[src/rtl/vga_pkg.sv]
// Shared VGA constants and types used by the timing controller and the pixel fetch block.
package vga_pkg;

  localparam int VGA_H_ACTIVE = 640;
  localparam int VGA_V_ACTIVE = 480;
  localparam int VGA_ADDR_W   = 19;
  localparam int VGA_PIX_W    = 12;

  typedef enum logic {
    ST_WAIT = 1'b0,
    ST_RUN  = 1'b1
  } fetch_state_t;

endpackage

[src/rtl/vga_delay_line.sv]
// Fixed-depth shift register used to keep syncs and pixel qualifiers aligned with the frame-buffer read path.
module vga_delay_line #(
  parameter int               WIDTH   = 1,
  parameter int               DEPTH   = 1,
  parameter logic [WIDTH-1:0] RST_VAL = '0
) (
  input  logic             clk,
  input  logic             srst,
  input  logic [WIDTH-1:0] din,
  output logic [WIDTH-1:0] dout
);

  logic [WIDTH-1:0] stage_reg [DEPTH];

  always_ff @(posedge clk) begin
    if (srst) begin
      for (int i = 0; i < DEPTH; i++) stage_reg[i] <= RST_VAL;
    end else begin
      stage_reg[0] <= din;
      for (int i = 1; i < DEPTH; i++) stage_reg[i] <= stage_reg[i-1];
    end
  end

  assign dout = stage_reg[DEPTH-1];

endmodule

[src/rtl/vga_pixel_fetch.sv]
// Turns VGA controller counters into frame-buffer reads and drives the DAC colour,
// with syncs delayed to match the read pipeline.
module vga_pixel_fetch import vga_pkg::*; #(
  parameter int H_ACTIVE    = VGA_H_ACTIVE,
  parameter int V_ACTIVE    = VGA_V_ACTIVE,
  parameter int SCALE_SHIFT = 1,
  parameter int RD_LATENCY  = 2,
  parameter int ADDR_W      = VGA_ADDR_W,
  parameter int PIX_W       = VGA_PIX_W
) (
  input  logic              i_clk,
  input  logic              i_rst,
  input  logic [9:0]        i_x_counter,
  input  logic [9:0]        i_y_counter,
  input  logic              i_video,
  input  logic              i_hsync_pulse,
  input  logic              i_vsync_pulse,
  output logic [ADDR_W-1:0] o_rd_addr,
  output logic              o_rd_en,
  input  logic [PIX_W-1:0]  i_rd_data,
  output logic [3:0]        o_red,
  output logic [3:0]        o_green,
  output logic [3:0]        o_blue,
  output logic              o_hsync,
  output logic              o_vsync,
  output logic              o_frame_start
);

  localparam logic [ADDR_W-1:0] LINE_STEP = ADDR_W'(H_ACTIVE >> SCALE_SHIFT);
  localparam logic [9:0]        X_LAST    = 10'(H_ACTIVE - 1);
  localparam logic [9:0]        V_LIMIT   = 10'(V_ACTIVE);
  localparam logic [9:0]        ROW_MASK  = 10'((1 << SCALE_SHIFT) - 1);

  // S0: input capture
  logic [9:0] x_s0_reg, y_s0_reg;
  logic       video_s0_reg, hs_s0_reg, vs_s0_reg;

  always_ff @(posedge i_clk) begin
    if (i_rst) begin
      x_s0_reg     <= '0;
      y_s0_reg     <= '0;
      video_s0_reg <= 1'b0;
      hs_s0_reg    <= 1'b1;
      vs_s0_reg    <= 1'b1;
    end else begin
      x_s0_reg     <= i_x_counter;
      y_s0_reg     <= i_y_counter;
      video_s0_reg <= i_video;
      hs_s0_reg    <= i_hsync_pulse;
      vs_s0_reg    <= i_vsync_pulse;
    end
  end

  fetch_state_t      state_reg;
  logic [ADDR_W-1:0] line_base_reg;
  logic              fs_s1_reg;

  logic              at_origin, run_now, rd_en_next, line_end, row_last;
  logic [9:0]        x_scaled, y_plus1;
  logic [ADDR_W-1:0] addr_next;

  // The transition clock itself already fetches, so pixel (0,0) is not lost.
  assign at_origin  = video_s0_reg && (x_s0_reg == 10'd0) && (y_s0_reg == 10'd0);
  assign run_now    = (state_reg == ST_RUN) || at_origin;
  assign rd_en_next = run_now && video_s0_reg;
  assign x_scaled   = x_s0_reg >> SCALE_SHIFT;
  assign addr_next  = line_base_reg + ADDR_W'(x_scaled);
  assign y_plus1    = y_s0_reg + 10'd1;
  assign line_end   = video_s0_reg && (x_s0_reg == X_LAST);
  assign row_last   = (y_plus1 & ROW_MASK) == 10'd0;

  // S1: FSM, incremental line base and read request
  always_ff @(posedge i_clk) begin
    if (i_rst) begin
      state_reg     <= ST_WAIT;
      line_base_reg <= '0;
      o_rd_addr     <= '0;
      o_rd_en       <= 1'b0;
      fs_s1_reg     <= 1'b0;
    end else begin
      case (state_reg)
        ST_WAIT: if (at_origin) state_reg <= ST_RUN;
        ST_RUN:  state_reg <= ST_RUN;
        default: state_reg <= ST_WAIT;
      endcase

      // Clearing throughout vertical blanking re-anchors the base even after a bad count.
      if (y_s0_reg >= V_LIMIT)
        line_base_reg <= '0;
      else if (line_end && row_last)
        line_base_reg <= line_base_reg + LINE_STEP;

      o_rd_en   <= rd_en_next;
      if (rd_en_next) o_rd_addr <= addr_next;
      fs_s1_reg <= at_origin;
    end
  end

  logic [1:0] sync_out;

  vga_delay_line #(
    .WIDTH   (2),
    .DEPTH   (RD_LATENCY + 2),
    .RST_VAL (2'b11)
  ) u_sync_dly (
    .clk  (i_clk),
    .srst (i_rst),
    .din  ({hs_s0_reg, vs_s0_reg}),
    .dout (sync_out)
  );

  assign o_hsync = sync_out[1];
  assign o_vsync = sync_out[0];

  logic [1:0] pix_out;
  logic       pix_valid, fs_aligned;

  // Qualifiers ride alongside the read so they arrive with i_rd_data.
  vga_delay_line #(
    .WIDTH   (2),
    .DEPTH   (RD_LATENCY),
    .RST_VAL (2'b00)
  ) u_pix_dly (
    .clk  (i_clk),
    .srst (i_rst),
    .din  ({o_rd_en, fs_s1_reg}),
    .dout (pix_out)
  );

  assign pix_valid  = pix_out[1];
  assign fs_aligned = pix_out[0];

  always_ff @(posedge i_clk) begin
    if (i_rst) begin
      o_red         <= '0;
      o_green       <= '0;
      o_blue        <= '0;
      o_frame_start <= 1'b0;
    end else begin
      if (pix_valid) begin
        o_red   <= i_rd_data[11:8];
        o_green <= i_rd_data[7:4];
        o_blue  <= i_rd_data[3:0];
      end else begin
        o_red   <= '0;
        o_green <= '0;
        o_blue  <= '0;
      end
      o_frame_start <= fs_aligned;
    end
  end

endmodule

[config.mk]
export PLATFORM = sky130hd
export DESIGN_NAME = vga_pixel_fetch
export DESIGN_NICKNAME = d
export VERILOG_FILES = /design/src/rtl/vga_pkg.sv /design/src/rtl/vga_delay_line.sv /design/src/rtl/vga_pixel_fetch.sv
export SDC_FILE = /design/constraint.sdc
export NUM_CORES = 1
export LEC_CHECK = 0
export CORE_UTILIZATION = 30
export CTS_CLUSTER_DIAMETER = 40
export DETAILED_ROUTE_END_ITERATION = 8
export PLACE_DENSITY_LB_ADDON = 0.2
export SYNTH_ARGS = -nofsm -noshare
export SYNTH_HDL_FRONTEND = slang
export SYNTH_SLANG_ARGS = --single-unit
[constraint.sdc]
create_clock -name i_clk -period 2.57 [get_ports i_clk]
set_clock_uncertainty 0.15 [all_clocks]
set_input_delay 0.514 -clock i_clk [delete_from_list [all_inputs] [get_ports i_clk]]
set_output_delay 0.514 -clock i_clk [all_outputs]
set_load 0.05 [all_outputs]
**Yosys cells after proc, flatten, opt, wreduce, memory -nomap -nowiden**

Memory sizes are Yosys's and may differ from the RTL's.
Index checks and enable logic that the tools add are counted.

- Register bits after elaboration: 77
- Word-level logic and storage cells: 51
- Input port bits: 37
- Bits in writable memories: 12
- Memories kept: 2

Memories:

| name | words | width | read ports | clocked after memory_dff | wr ports | RTL line | source |
|---|---|---|---|---|---|---|---|
| u_sync_dly.stage_reg | 4 | 2 | 4 | 0 | 4 | vga_delay_line.sv:13 | `logic [WIDTH-1:0] stage_reg [DEPTH];` |
| u_pix_dly.stage_reg | 2 | 2 | 2 | 0 | 2 | vga_delay_line.sv:13 |  |

- Muxes and demuxes: 11
- Add/subtract/negate cells: 3
- Bitwise gates (word level): 8
- Eq/ne operators: 1
- Reductions and logical operators: 11
- Order comparisons: 1

Operators by type and width:

| operator | number |
|---|---|
| zero test 10 bit | 3 |
| adder 19 x 9 -> 19 bit | 1 |
| adder 19 x 9 -> 19 bit, second input constant | 1 |
| 2-to-1 mux 2 bit | 6 |
| == test 10 bit, second input constant | 1 |
| >= comparator 10 x 9 -> 1 bit, second input constant | 1 |
| OR 1 bit | 6 |
| logical AND 1 bit | 5 |
| 2-to-1 mux 1 bit | 4 |
| OR reduction 2 bit | 2 |
| NOT 1 bit | 2 |
| case mux 1 bit (2 select lines) | 1 |
| adder 1 bit, second input constant | 1 |
| logical OR 1 bit | 1 |

**Depth between registers and ports, before layout**

- Depth after elaboration: 5
- Depth in mapped cells: 6
- Mapped depth without buffers: 6

**Hierarchy**

Synthesis repeated with hierarchy kept, for this count alone.

- Cells, all modules: 305
- Area total of the unflattened synthesis: 3050.4 um^2

Modules (own cells, without submodules):

| module | area each (um^2) | instances | cells each |
|---|---|---|---|
| vga_pixel_fetch | 2720.1 | 1 | 279 |
| vga_delay_line at u_sync_dly | 210.2 | 1 | 16 |
| vga_delay_line at u_pix_dly | 120.1 | 1 | 10 |

**Worst setup path before layout**

OpenSTA, ideal clock, no wires.

- Path type: register to register
- Start point: register x_s0_reg[8]
- End point: register line_base_reg[11]
- Cell stages (with the launch flop): 6
- Library setup time: 0.070 ns
- Path slack: 0.385 ns
- Data required time: 2.350 ns
- Arrival time: 1.964 ns
- Path buffers: 1
- Cell sequence: dfxtp_1 or3b_1 or4_4 buf_6 or4_1 a21oi_1

- Longest elaborated chain between the ends: 3

Ends and longest elaborated chain:

| what | RTL line | source |
|---|---|---|
| from (decl) | vga_pixel_fetch.sv:35 | `logic [9:0] x_s0_reg, y_s0_reg;` |
| from (signal assigned) | vga_pixel_fetch.sv:46 | `x_s0_reg <= i_x_counter;` |
| == test 10 bit | vga_pixel_fetch.sv:69 | `assign line_end = video_s0_reg && (x_s0_reg == X_LAST);` |
| logical AND 1 bit | vga_pixel_fetch.sv:69 |  |
| logical AND 1 bit | vga_pixel_fetch.sv:90 | `else if (line_end && row_last)` |
| to (signal assigned) | vga_pixel_fetch.sv:91 | `line_base_reg <= line_base_reg + LINE_STEP;` |
| to (decl) | vga_pixel_fetch.sv:55 | `logic [ADDR_W-1:0] line_base_reg;` |

No other way between the ends.
A chain may end at the register's enable or synchronous reset.

**Worst setup path in the final report**

- Start point: register x_s0_reg[8]
- End point: register line_base_reg[18]

The elaborated chain is that of the path after synthesis.

==> results.ini <==
[run_status]
status=completed

[critical_path]
crit_path_start_kind=register
cp-end-kind=register
path_max_fanout=22
critPathKind=reg -> reg
crit_arrival_ns=2.47
critPathRequiredTime_ns=2.71

[grt]
grt-ovfl-total=0
grt_max_degree=27
first_global_vias=2224
grt_pass1_wl_um=10900
grt_antenna_before_repair=0
grt.total_usage_pct=13.8

[timing]
setup_violations=0
finalHoldViolCount=0
slew_headroom_pct=35.8
whs_ns=0.266
tightest_slew_ns=0.953
timing.fmax_mhz=430
period_needed_ns=2.33
rsz0062_at_grt=no
drv_slew=0
final.period_utilization_pct=90.5
tns_ns=0

[place]
place_congestion=0.789
dp.cells=503
port_buffers=71
post-dp-hpwl_um=4900

[synth]
syn_avg_cell_area_um2=9.92
synth_top_family_by_area=simple AND/OR/NAND/NOR gates
synth_xor_area_share_pct=2.28
synth-seq-cells=83
syn_area_mm2=0.00308
synth.area.mux_share_pct=2.93
syn_nets=352
synth_compound_area_share_pct=11.6
synthCells=310
synth_fa_ha_area_share_pct=2.28
synth_warnings=0
synthSimpleGateAreaFrac_pct=24.1
seq_area_frac_synth_pct=54.0
synth_cell_types=40

[route]
drt_drc_violations_left=0
dr.pass1.iters=4
drt_iter0_markers=118
wl_per_cell_um=13.3
totalWireLength_um=6910
antenna_left=0
vias_per_cell=4.66
dr_total_vias=2418

[clocking]
h-tree-depth=3
cts_resized=0
clkSinkCount=83
clk_pin_slew_worst_paths_ns=0.09
clock_latency_ns=0.36
cts_tree=done
cts_hold_buf=0
root_buffer=clkbuf_8
clockBufferDepth=2
postCtsSetupRepairBufs=0
cts-buffers-inserted=9

[worst_hold_path]
hold_class=reg -> reg

[floorplanning]
ios=72
initial_core_util_pct=31.2
chipWidth_um=103
rows=36
core_area_mm2=0.00986
die_h_um=103
die-area_mm2=0.0107

[final_layout]
fin_nets=423
drive_gt1_share_pct=10.1
area_delta_synth_final_pct=34.5
final_cell_mix=83 x dfxtp_1, 71 x clkdlybuf4s50_1, 27 x nor2b_1, 27 x nand2_1, 20 x a21oi_1
final_cells=519
final_common_cell=dfxtp_1
largest_reg_flops=19
n_fill_cell=959
diodes=0

[power]
power_leakage_nw=1.46
p_per_area_mw_per_mm2=587
peakVddDrop_uv=258

[job]
drv_cap=0

worst paths after layout:
| check | depth (start not counted) | start | to | slack (ns) |
|---|---|---|---|---|
| worst max-delay path | 4 | x_s0_reg[8]$_SDFF_PP0_ | line_base_reg[18]$_SDFFE_PP0P_ | 0.24 |
| worst min-delay path | 1 | u_sync_dly.stage_reg[0][5]$_SDFF_PP1_ | u_sync_dly.stage_reg[0][7]$_SDFF_PP1_ | 0.27 |
| worst max register to register | 4 | x_s0_reg[8]$_SDFF_PP0_ | line_base_reg[18]$_SDFFE_PP0P_ | 0.24 |
| worst min register to register | 1 | u_sync_dly.stage_reg[0][5]$_SDFF_PP1_ | u_sync_dly.stage_reg[0][7]$_SDFF_PP1_ | 0.27 |
kinds of logic (layout without fill, tap and decap cells):
logic type | Yosys count | after routing
muxes | 9 | 9
xor gates and xnor gates | 8 | 8
buffers and inverters | 21 | 97
DFF | 83 | 83
AOI/OAI and AO/OA | 55 | 55
adders and majority gates | 5 | 5
and+or+nand+nor | 129 | 129
per-stage QoR:
| stage | util [%] | cell area (um^2) | power [mW] | worst slack, ns |
|---|---|---|---|---|
| final | 42.0 | 4140 | 2.43 | 0.245 |
| after global routing | 42.0 | 4140 | 2.52 | 0.126 |
| after CTS | 42.0 | 4140 | 2.46 | 0.250 |
| after detailed placement | 39.8 | 3930 | 1.47 | 0.276 |
| after global placement | 39.8 | 3930 | 1.47 | 0.314 |
| after floorplan | - | 3080 | 1.40 | 0.385 |
power breakdown:
part | switching [mW] | leakage [nW] | internal [mW]
sequential | 0.0123 | 0.676 | 1.31
combinational | 0.0498 | 0.682 | 0.0726
clock | 0.502 | 0.0995 | 0.484
routing by layer:
layer	vias up	GRT usage (%)	part of all wire, %
met3	11	3.02	5.2
met4	0	8.13	2.3
met2	62	19.4	41
met5	-	0	0
li1	1246	-	-
met1	1099	19.3	51
synth_stat cells (all sizes together):
| library cell | count | area, um^2 |
|---|---|---|
| nor2b | 27 | 169 |
| a21oi | 20 | 100 |
| or3b | 1 | 8.76 |
| nand3 | 2 | 10.0 |
| a31o | 3 | 26.3 |
| a21boi | 1 | 7.51 |
| and2 | 13 | 81.3 |
| a221oi | 7 | 61.3 |
| xor2 | 1 | 8.76 |
| or2 | 12 | 75.1 |
| o31a | 1 | 8.76 |
| o41ai | 1 | 8.76 |
| dfxtp | 83 | 1660 |
| buf | 4 | 23.8 |
| nand4 | 7 | 43.8 |
| xnor2 | 7 | 61.3 |
| nand3b | 1 | 7.51 |
| nor3b | 4 | 30.0 |
| nand2 | 27 | 101 |
| ha | 4 | 50.1 |
| o21a | 2 | 15.0 |
| nor2 | 6 | 22.5 |
| or4 | 9 | 71.3 |
| a311oi | 1 | 8.76 |
| inv | 3 | 11.3 |
| clkbuf | 14 | 52.6 |
| and4 | 1 | 8.76 |
| nor4 | 8 | 50.1 |
| a211oi | 2 | 15.0 |
| o21ai | 9 | 45.0 |
| o31ai | 8 | 60.1 |
| or3 | 4 | 25.0 |
| and3 | 1 | 6.26 |
| nor3 | 6 | 30.0 |
| mux2i | 9 | 90.1 |
| fa | 1 | 20.0 |
cell type report:
type	count	area (um^2)	area share, %
repair buffers	78	763	18.4
flip-flops and latches	83	1660	40.1
multi-input cells	206	1330	32.1
clock buffers	10	138	3.33
inverters	3	11.3	0.272
well taps	133	166	4.02
clock inverters	6	71.3	1.72
critical path, stage by stage, from the launching register on:
cell     delay, ns
dfxtp_1       0.36
or3b_1        0.38
or4_4         0.67
or4_1         0.54
a21oi_1       0.16
No activity file was read; power rests on OpenSTA's default activity.
